## src/rtl/bottle_capper.sv

```systemverilog
// -----------------------------------------------------------------------------
// bottle_capper
//
// Capping station that sits directly after the filler. The block:
//   - counts filled bottles in transit from the filler exit to the capper,
//   - clamps each bottle when it reaches the capping head,
//   - screws a cap on and waits for the chuck to report torque,
//   - then releases the bottle, or diverts it through the reject gate.
// It holds the filler back while the transit queue is full or an alarm is active.
//
// Build option:
//   CAPPER_STATS_EN  When defined, 16-bit wrapping good/reject counters are built.
//                    When it is not defined, both count ports are tied to zero.
//
// Ports:
//   clk              rising-edge clock
//   reset            asynchronous, active-high reset
//   bottle_in_i      1-cycle pulse: a filled bottle left the filler
//   cap_sensor_i     level: a bottle is under the capping head
//   cap_available_i  level: the cap feeder has a cap staged
//   torque_ok_i      level: the chuck reached target torque
//   estop_i          level: emergency stop
//   fault_clear_i    1-cycle pulse: the operator acknowledges a fault
//   conveyor_on_o    capper conveyor motor
//   clamp_on_o       bottle clamp
//   chuck_spin_o     capping chuck motor
//   reject_gate_o    reject diverter
//   alarm_o          an ESTOP or FAULT is active
//   upstream_hold_o  the filler must not release another bottle
//   queue_count_o    number of bottles in transit
//   good_count_o     number of capped bottles
//   reject_count_o   number of rejected bottles
// -----------------------------------------------------------------------------
module bottle_capper #(
    parameter int CLAMP_CYCLES   = 3,
    parameter int TORQUE_TIMEOUT = 10,
    parameter int REJECT_CYCLES  = 4,
    parameter int QUEUE_DEPTH    = 4
) (
    input  logic        clk,
    input  logic        reset,
    input  logic        bottle_in_i,
    input  logic        cap_sensor_i,
    input  logic        cap_available_i,
    input  logic        torque_ok_i,
    input  logic        estop_i,
    input  logic        fault_clear_i,
    output logic        conveyor_on_o,
    output logic        clamp_on_o,
    output logic        chuck_spin_o,
    output logic        reject_gate_o,
    output logic        alarm_o,
    output logic        upstream_hold_o,
    output logic [2:0]  queue_count_o,
    output logic [15:0] good_count_o,
    output logic [15:0] reject_count_o
);

    // The timer never has to hold more than the longest dwell minus one.
    localparam int TMAX    = (CLAMP_CYCLES > TORQUE_TIMEOUT) ?
                             ((CLAMP_CYCLES > REJECT_CYCLES) ? CLAMP_CYCLES : REJECT_CYCLES) :
                             ((TORQUE_TIMEOUT > REJECT_CYCLES) ? TORQUE_TIMEOUT : REJECT_CYCLES);
    localparam int TIMER_W = (TMAX > 1) ? $clog2(TMAX) : 1;

    localparam logic [TIMER_W-1:0] CLAMP_LAST  = TIMER_W'(CLAMP_CYCLES - 1);
    localparam logic [TIMER_W-1:0] TWIST_LAST  = TIMER_W'(TORQUE_TIMEOUT - 1);
    localparam logic [TIMER_W-1:0] REJECT_LAST = TIMER_W'(REJECT_CYCLES - 1);
    localparam logic [2:0]         DEPTH       = 3'(QUEUE_DEPTH);

    typedef enum logic [2:0] {
        S_IDLE, S_WAIT, S_CLAMP, S_TWIST, S_RELEASE, S_REJECT, S_FAULT, S_ESTOP
    } state_t;

    state_t             state_q, state_d;
    logic [TIMER_W-1:0] timer_q, timer_d;
    logic [2:0]         count_q, count_d;
    logic               full;
    logic               take;
    logic               overflow;

    assign full = (count_q == DEPTH);
    // A bottle leaves the queue only on the WAIT->CLAMP transition, which estop blocks.
    assign take = (state_q == S_WAIT) && cap_sensor_i && (count_q != 3'd0) && !estop_i;
    // An arrival into a full queue is a fault, unless a bottle leaves in the same cycle.
    assign overflow = bottle_in_i && full && !take;

    // NOTE: every signal assigned in this block gets a default first, so no latch is inferred.
    always_comb begin
        state_d = state_q;
        if (estop_i) begin
            state_d = S_ESTOP;
        end else if (overflow) begin
            state_d = S_FAULT;
        end else begin
            unique case (state_q)
                S_IDLE:    state_d = S_WAIT;
                S_WAIT:    if (take) state_d = S_CLAMP;
                S_CLAMP:   if (timer_q == CLAMP_LAST)
                               state_d = cap_available_i ? S_TWIST : S_REJECT;
                S_TWIST:   if (torque_ok_i)                state_d = S_RELEASE;
                           else if (timer_q == TWIST_LAST) state_d = S_REJECT;
                S_RELEASE: state_d = S_WAIT;
                S_REJECT:  if (timer_q == REJECT_LAST) state_d = S_WAIT;
                S_FAULT:   if (fault_clear_i) state_d = S_WAIT;
                S_ESTOP:   state_d = S_FAULT;
                default:   state_d = S_IDLE;
            endcase
        end
    end

    always_comb begin
        count_d = count_q;
        if (bottle_in_i && !take && !full) begin
            count_d = count_q + 3'd1;
        end else if (take && !bottle_in_i) begin
            count_d = count_q - 3'd1;
        end
    end

    // The timer restarts on any state change, so it reads "cycles already spent here".
    always_comb begin
        timer_d = '0;
        if (state_d == state_q &&
            (state_q == S_CLAMP || state_q == S_TWIST || state_q == S_REJECT)) begin
            timer_d = timer_q + TIMER_W'(1);
        end
    end

    // NOTE: sequential state uses non-blocking assignments, so every register samples pre-edge values.
    always_ff @(posedge clk or posedge reset) begin
        if (reset) begin
            state_q <= S_IDLE;
            timer_q <= '0;
            count_q <= '0;
        end else begin
            state_q <= state_d;
            timer_q <= timer_d;
            count_q <= count_d;
        end
    end

    // Moore output decode.
    always_comb begin
        conveyor_on_o = 1'b0;
        clamp_on_o    = 1'b0;
        chuck_spin_o  = 1'b0;
        reject_gate_o = 1'b0;
        alarm_o       = 1'b0;
        unique case (state_q)
            S_WAIT:   conveyor_on_o = (count_q != 3'd0);
            S_CLAMP:  clamp_on_o    = 1'b1;
            S_TWIST: begin
                clamp_on_o   = 1'b1;
                chuck_spin_o = 1'b1;
            end
            S_REJECT: begin
                conveyor_on_o = 1'b1;
                reject_gate_o = 1'b1;
            end
            S_FAULT, S_ESTOP: alarm_o = 1'b1;
            default: ;
        endcase
    end

    assign upstream_hold_o = full | alarm_o;
    assign queue_count_o   = count_q;

`ifdef CAPPER_STATS_EN
    logic [15:0] good_q;
    logic [15:0] reject_q;

    // The counters update on entry only. An estop that aborts a bottle is therefore never counted.
    always_ff @(posedge clk or posedge reset) begin
        if (reset) begin
            good_q   <= '0;
            reject_q <= '0;
        end else begin
            if (state_d == S_RELEASE && state_q != S_RELEASE) good_q   <= good_q + 16'd1;
            if (state_d == S_REJECT  && state_q != S_REJECT)  reject_q <= reject_q + 16'd1;
        end
    end

    assign good_count_o   = good_q;
    assign reject_count_o = reject_q;
`else
    assign good_count_o   = 16'd0;
    assign reject_count_o = 16'd0;
`endif

endmodule
```

## config.mk

```make
export PLATFORM = sky130hd
export DESIGN_NAME = bottle_capper
export DESIGN_NICKNAME = d
export VERILOG_FILES = /design/src/rtl/bottle_capper.sv
export SDC_FILE = /design/constraint.sdc
export NUM_CORES = 1
export LEC_CHECK = 0
export BUFFER_PORTS_ARGS = -buffer_cell sky130_fd_sc_hd__buf_4
export CAP_MARGIN = 20
export CORE_ASPECT_RATIO = 0.9
export CORE_MARGIN = 2
export CORE_UTILIZATION = 48
export CTS_BUF_LIST = sky130_fd_sc_hd__clkbuf_2
export DETAILED_ROUTE_END_ITERATION = 16
export PLACE_DENSITY = 0.93
export SLEW_MARGIN = 20
export SYNTH_ARGS = -nofsm -noshare
export SYNTH_HDL_FRONTEND = slang
export SYNTH_SLANG_ARGS = --single-unit
export TNS_END_PERCENT = 20
```

## constraint.sdc

```tcl
create_clock -name clk -period 2.6 [get_ports clk]
set_input_delay 0.13 -clock clk [delete_from_list [all_inputs] [get_ports clk]]
set_output_delay 0.13 -clock clk [all_outputs]
set_load 0.02 [all_outputs]
```

Word-level counts from Yosys, hierarchy flattened
Index checks and enable logic that the tools add are counted.

word-level totals
  register bits = 10
  latch bits = 0
  memory bits (writable) = 0
  ROM bits = 0
  bits of input ports = 8
  output and inout bits = 41
  word-level logic and storage cells = 58
  memories = 0

cells by class
  $add $sub $neg = 3
  multiply operators = 0
  div/mod/pow operators = 0
  magnitude comparators = 0
  eq/ne operators = 12
  shift-type cells = 0
  mux-type cells = 18
  bitwise gates (word level) = 1
  reduce and logical (&&, ||, !) cells = 21

operators by type and width
  operator                                              count
  two-way mux 3 bit                                     11
  one-hot mux 3 bit (7 select lines)                    1
  equality test 3 bit (second input constant)           5
  logical AND 1 bit                                     9
  equality test 4 x 2 -> 1 bit (second input constant)  2
  equality test 3 x 2 -> 1 bit (second input constant)  2
  OR reduction 2 bit                                    3
  adder 4 x 1 -> 4 bit (second input constant)          1
  equality test 4 bit (second input constant)           1
  zero test 1 bit                                       4
  two-way mux 1 bit                                     4
  two-way mux 4 bit                                     1
  adder 3 x 1 -> 3 bit (second input constant)          1
  equality test 3 x 1 -> 1 bit (second input constant)  1
  equality test 3 bit                                   1
  zero test 3 bit                                       1
  nonzero test 3 bit                                    1
  subtractor 3 x 1 -> 3 bit (second input constant)     1
  logical OR 1 bit                                      2
  one-hot mux 1 bit (2 select lines)                    1
  nonzero test 2 bit                                    1
  bitwise OR 1 bit                                      1

Longest topological paths before layout
  depth after elaboration = 11
  gate-level depth with buffers = 9
  depth with buffers taken out = 8

Worst setup path before layout
Ideal clock, no wire load.

  path type = register -> register
  start = register count_q[0], in the netlist queue_count_o[0]
  end = register count_q[2], in the netlist queue_count_o[2]
  setup time = 138 ps
  arrival time = 2146 ps
  required time = 2462 ps
  path slack = 315 ps
  cell stages (with the launch flop) = 9
  buffers on the path = 0
  clock period less this slack = 2285 ps
  cells stage by stage = dfrtp_1 or3_2 nand3_1 nand3_1 fa_1 nor3_1 a21oi_1 nor2_1 a221oi_1

between the ends
  longest elaborated chain between the ends = 7
  elaborated cells between the ends (all ways) = 14
  those cells by class = add/sub: 2; eq/ne: 1; mux: 2; reduce/logical: 9

RTL lines
  what                                                               RTL line  text
  start: declaration                                                 76        logic [2:0] count_q, count_d;
  start signal: assignment                                           138       count_q <= count_d;
  branches (longest 7 deep; another with subtractor 3 x 1 -> 3 bit)  -

Several ways; the timed one is not identified. The select of a mux whose other input is x is not followed.
A chain may end at the register's enable or synchronous reset.

Final worst setup path
Same ends and word-level chain as after synthesis.

==> summary.md <==
| Metric | Value |
|---|---|
| Status | `complete, no violations` |
| CP max FO | `9` |
| Placement Cell Area | `~0.0010 sq mm` |
| TNS Setup | `0 ps` |
| Row Count | `16` |
| WP data required | `about 2700 ps` |
| CP Capture Type | `flip-flop` |
| Worst min-delay path class | `primary input to flip-flop` |
| Number of synthesized flops with an enable pin | `0` |
| Synth Flop Type | `dfrtp_1` |
| PD cells | `927 mW/mm^2` |
| Die Ht | `roughly 48 um` |
| Max Slew Vio Count | `0` |
| RSZ-0062 raised after global routing | `false` |
| CTS Buf Count | `3` |
| DIE AREA | `approximately 0.0026 sq mm` |
| Final net count | `154` |
| Crit path DAT | `2320 ps` |
| Final Hold Vio Count | `0` |
| CTS tree | `built` |
| Post-Synthesis Cell Area | `0.00105 sq mm` |
| TritonRoute pass-1 iters | `4` |
| Mean Syn Cell Area | `roughly 8.5 sq um` |
| Flops & latches, synth | `10` |
| # diodes | `0` |
| Max Freq | `~460 MHz` |
| Clock sinks | `10` |
| Fraction of registers with async set/reset | `1.00` |
| Synthesized instance count | `~120` |
| Core area | `about 0.0021 sq mm` |
| Die width | `about 53 um` |
| Clock latency on the worst-skew pair | `260 ps` |
| Vias | `820` |
| Skew final | `roughly 12 ps` |
| Layout overhead on the synthesized area | `1.79%` |
| Final worst path period need | `2190 ps` |
| Initial core utilization | `0.495` |
| WS Path Type | `flip-flop to flip-flop` |
| Reg2Reg Setup Slack | `roughly 410 ps` |
| Root buf cell | `clkbuf_2` |
| GRT Total Usage | `0.143` |
| Final Cell Area | `between 0.001 and 0.0015 sq mm` |
| Setup bufs post-CTS | `0` |
| Grt ovf | `0` |
| Vias in the first global route | `about 670` |
| Finish-stage setup viols | `0` |
| Sequential fraction of the synthesis area | `0.238` |
| Post-synth cell types | `between 40 and 50` |
| DRC | `0` |
| H-tree levels | `1` |
| Yosys warns | `0` |
| Avg Vias per Cell | `slightly below 5` |
| Pleak | `~0.55 nW` |
| WL final | `around 1900 um` |
| Worst-path clk slew | `approximately 120 ps` |
| CTS resizes | `0` |
| Port Buffers | `16` |
| Max VDD drop | `between 0.0003 and 0.0004 V` |
| HPWL after detailed placement | `roughly 1500 um` |
| Drt wl/cell | `between 10 and 15 um` |
| Max Cap Viol | `0` |
| Initial DRC Count | `16` |
| Layout cells sized above 1 | `0.199` |
| Largest net degree at the start of global routing | `13` |
| # hold bufs at CTS | `1` |
| Final ANT Viol Nets | `0` |
| Period Utilization, post-route | `0.841` |
| Placer Congestion | `about 0.83` |
| Clock buffer depth | `2` |
| Antenna violations before repair | `0` |
| WHS | `approximately 110 ps` |
| Global-route wire length before repair | `about 2800 um` |
| Critical Path Start Type | `flip-flop` |
| Num ports | `49` |
## flip-flops by register name, summed over array words and instances (netlist names)
signal,flops
timer_q,4
state_q,3
queue_count_o,3
## synthesized netlist by cell type (all sizes together), types with 2 or more instances
library cell,instances,area share
and3,3,0.020
a21oi,7,0.033
a221oi,2,0.017
inv,8,0.029
xnor2,2,0.017
o21ai,4,0.019
o211a,2,0.019
nor3,5,0.029
ha,3,0.036
nor2,8,0.029
xor2,2,0.024
or3,2,0.013
nand3,5,0.024
nand2,6,0.021
buf,34,0.25
dfrtp,10,0.24
## critical path: stages, from the launching register on
cell      delay [ps]
dfrtp_1          480
or3_2            560
nand3_1          120
nand3_1          100
fa_1             420
nor3_1           200
a21oi_1           60
nor2_1            80
a221oi_1          50
## final timing paths
check	from	to	cells past startpoint
min	estop_i	state_q[0]	2
min in group asynchronous	reset	timer_q[3]	3
max in group asynchronous	reset	timer_q[1]	3
max	queue_count_o[0]	queue_count_o[2]	8
max reg2reg	queue_count_o[0]	queue_count_o[2]	8
min reg2reg	timer_q[0]	timer_q[0]	1
## metal layers
layer / GRT usage / routed length, um / vias to the layer above
li1: - / - / 392
met1: 0.170 / 728 / 380
met2: 0.239 / 929 / 44
met3: 0.0463 / 173 / 4
met4: 0.0470 / 31 / 0
met5: 0 / 0 / -
## report_power, final
| group | internal [mW] | switching [mW] | total (mW) | leakage [nW] |
|---|---|---|---|---|
| clock | 0.0334 | 0.0577 | 0.0911 | 0.0140 |
| sequential | 0.203 | 0.103 | 0.307 | 0.121 |
| combinational | 0.251 | 0.343 | 0.594 | 0.413 |
| total | 0.488 | 0.504 | 0.992 | 0.547 |
## logic make-up after synthesis
group	after synthesis	synth area share
buf+inv	43	0.302
simple gates	38	0.212
compound gates	23	0.149
flops	10	0.238
xor+xnor	4	0.0405
fa+ha+maj	4	0.0548
other cells	1	0.00357
## through the flow
step,power [mW],utilization,cells,setup slack [ps]
floorplan,0.785,-,154,315
global placement,0.872,0.491,163,519
detailed placement,0.899,0.491,163,432
CTS,0.992,0.504,168,412
global route,1.08,0.504,168,242
finish,0.992,0.504,168,413
## layout make-up
type | count | area (sq um)
repair buffers | 18 | 138
multi-input cells | 101 | 599
well taps | 27 | 33.8
clock buffers | 3 | 15.0
fillers | 216 | 1050
inverters | 8 | 30.0
clock inverters | 1 | 3.75
flip-flops and latches | 10 | 250
## placed cells by master (no fill, tap or decap), drive strengths merged, types with 3 or more instances in the layout
cell type / Yosys / final
clkbuf: 1 / 3
buf: 34 / 17
nor2: 8 / 8
ha: 3 / 3
conb: 1 / 32
nor3: 5 / 5
nand3: 5 / 5
dfrtp: 10 / 10
nand2: 6 / 6
o21ai: 4 / 4
a21oi: 7 / 7
inv: 8 / 8
and3: 3 / 3
(Power assumes the default switching activity.)
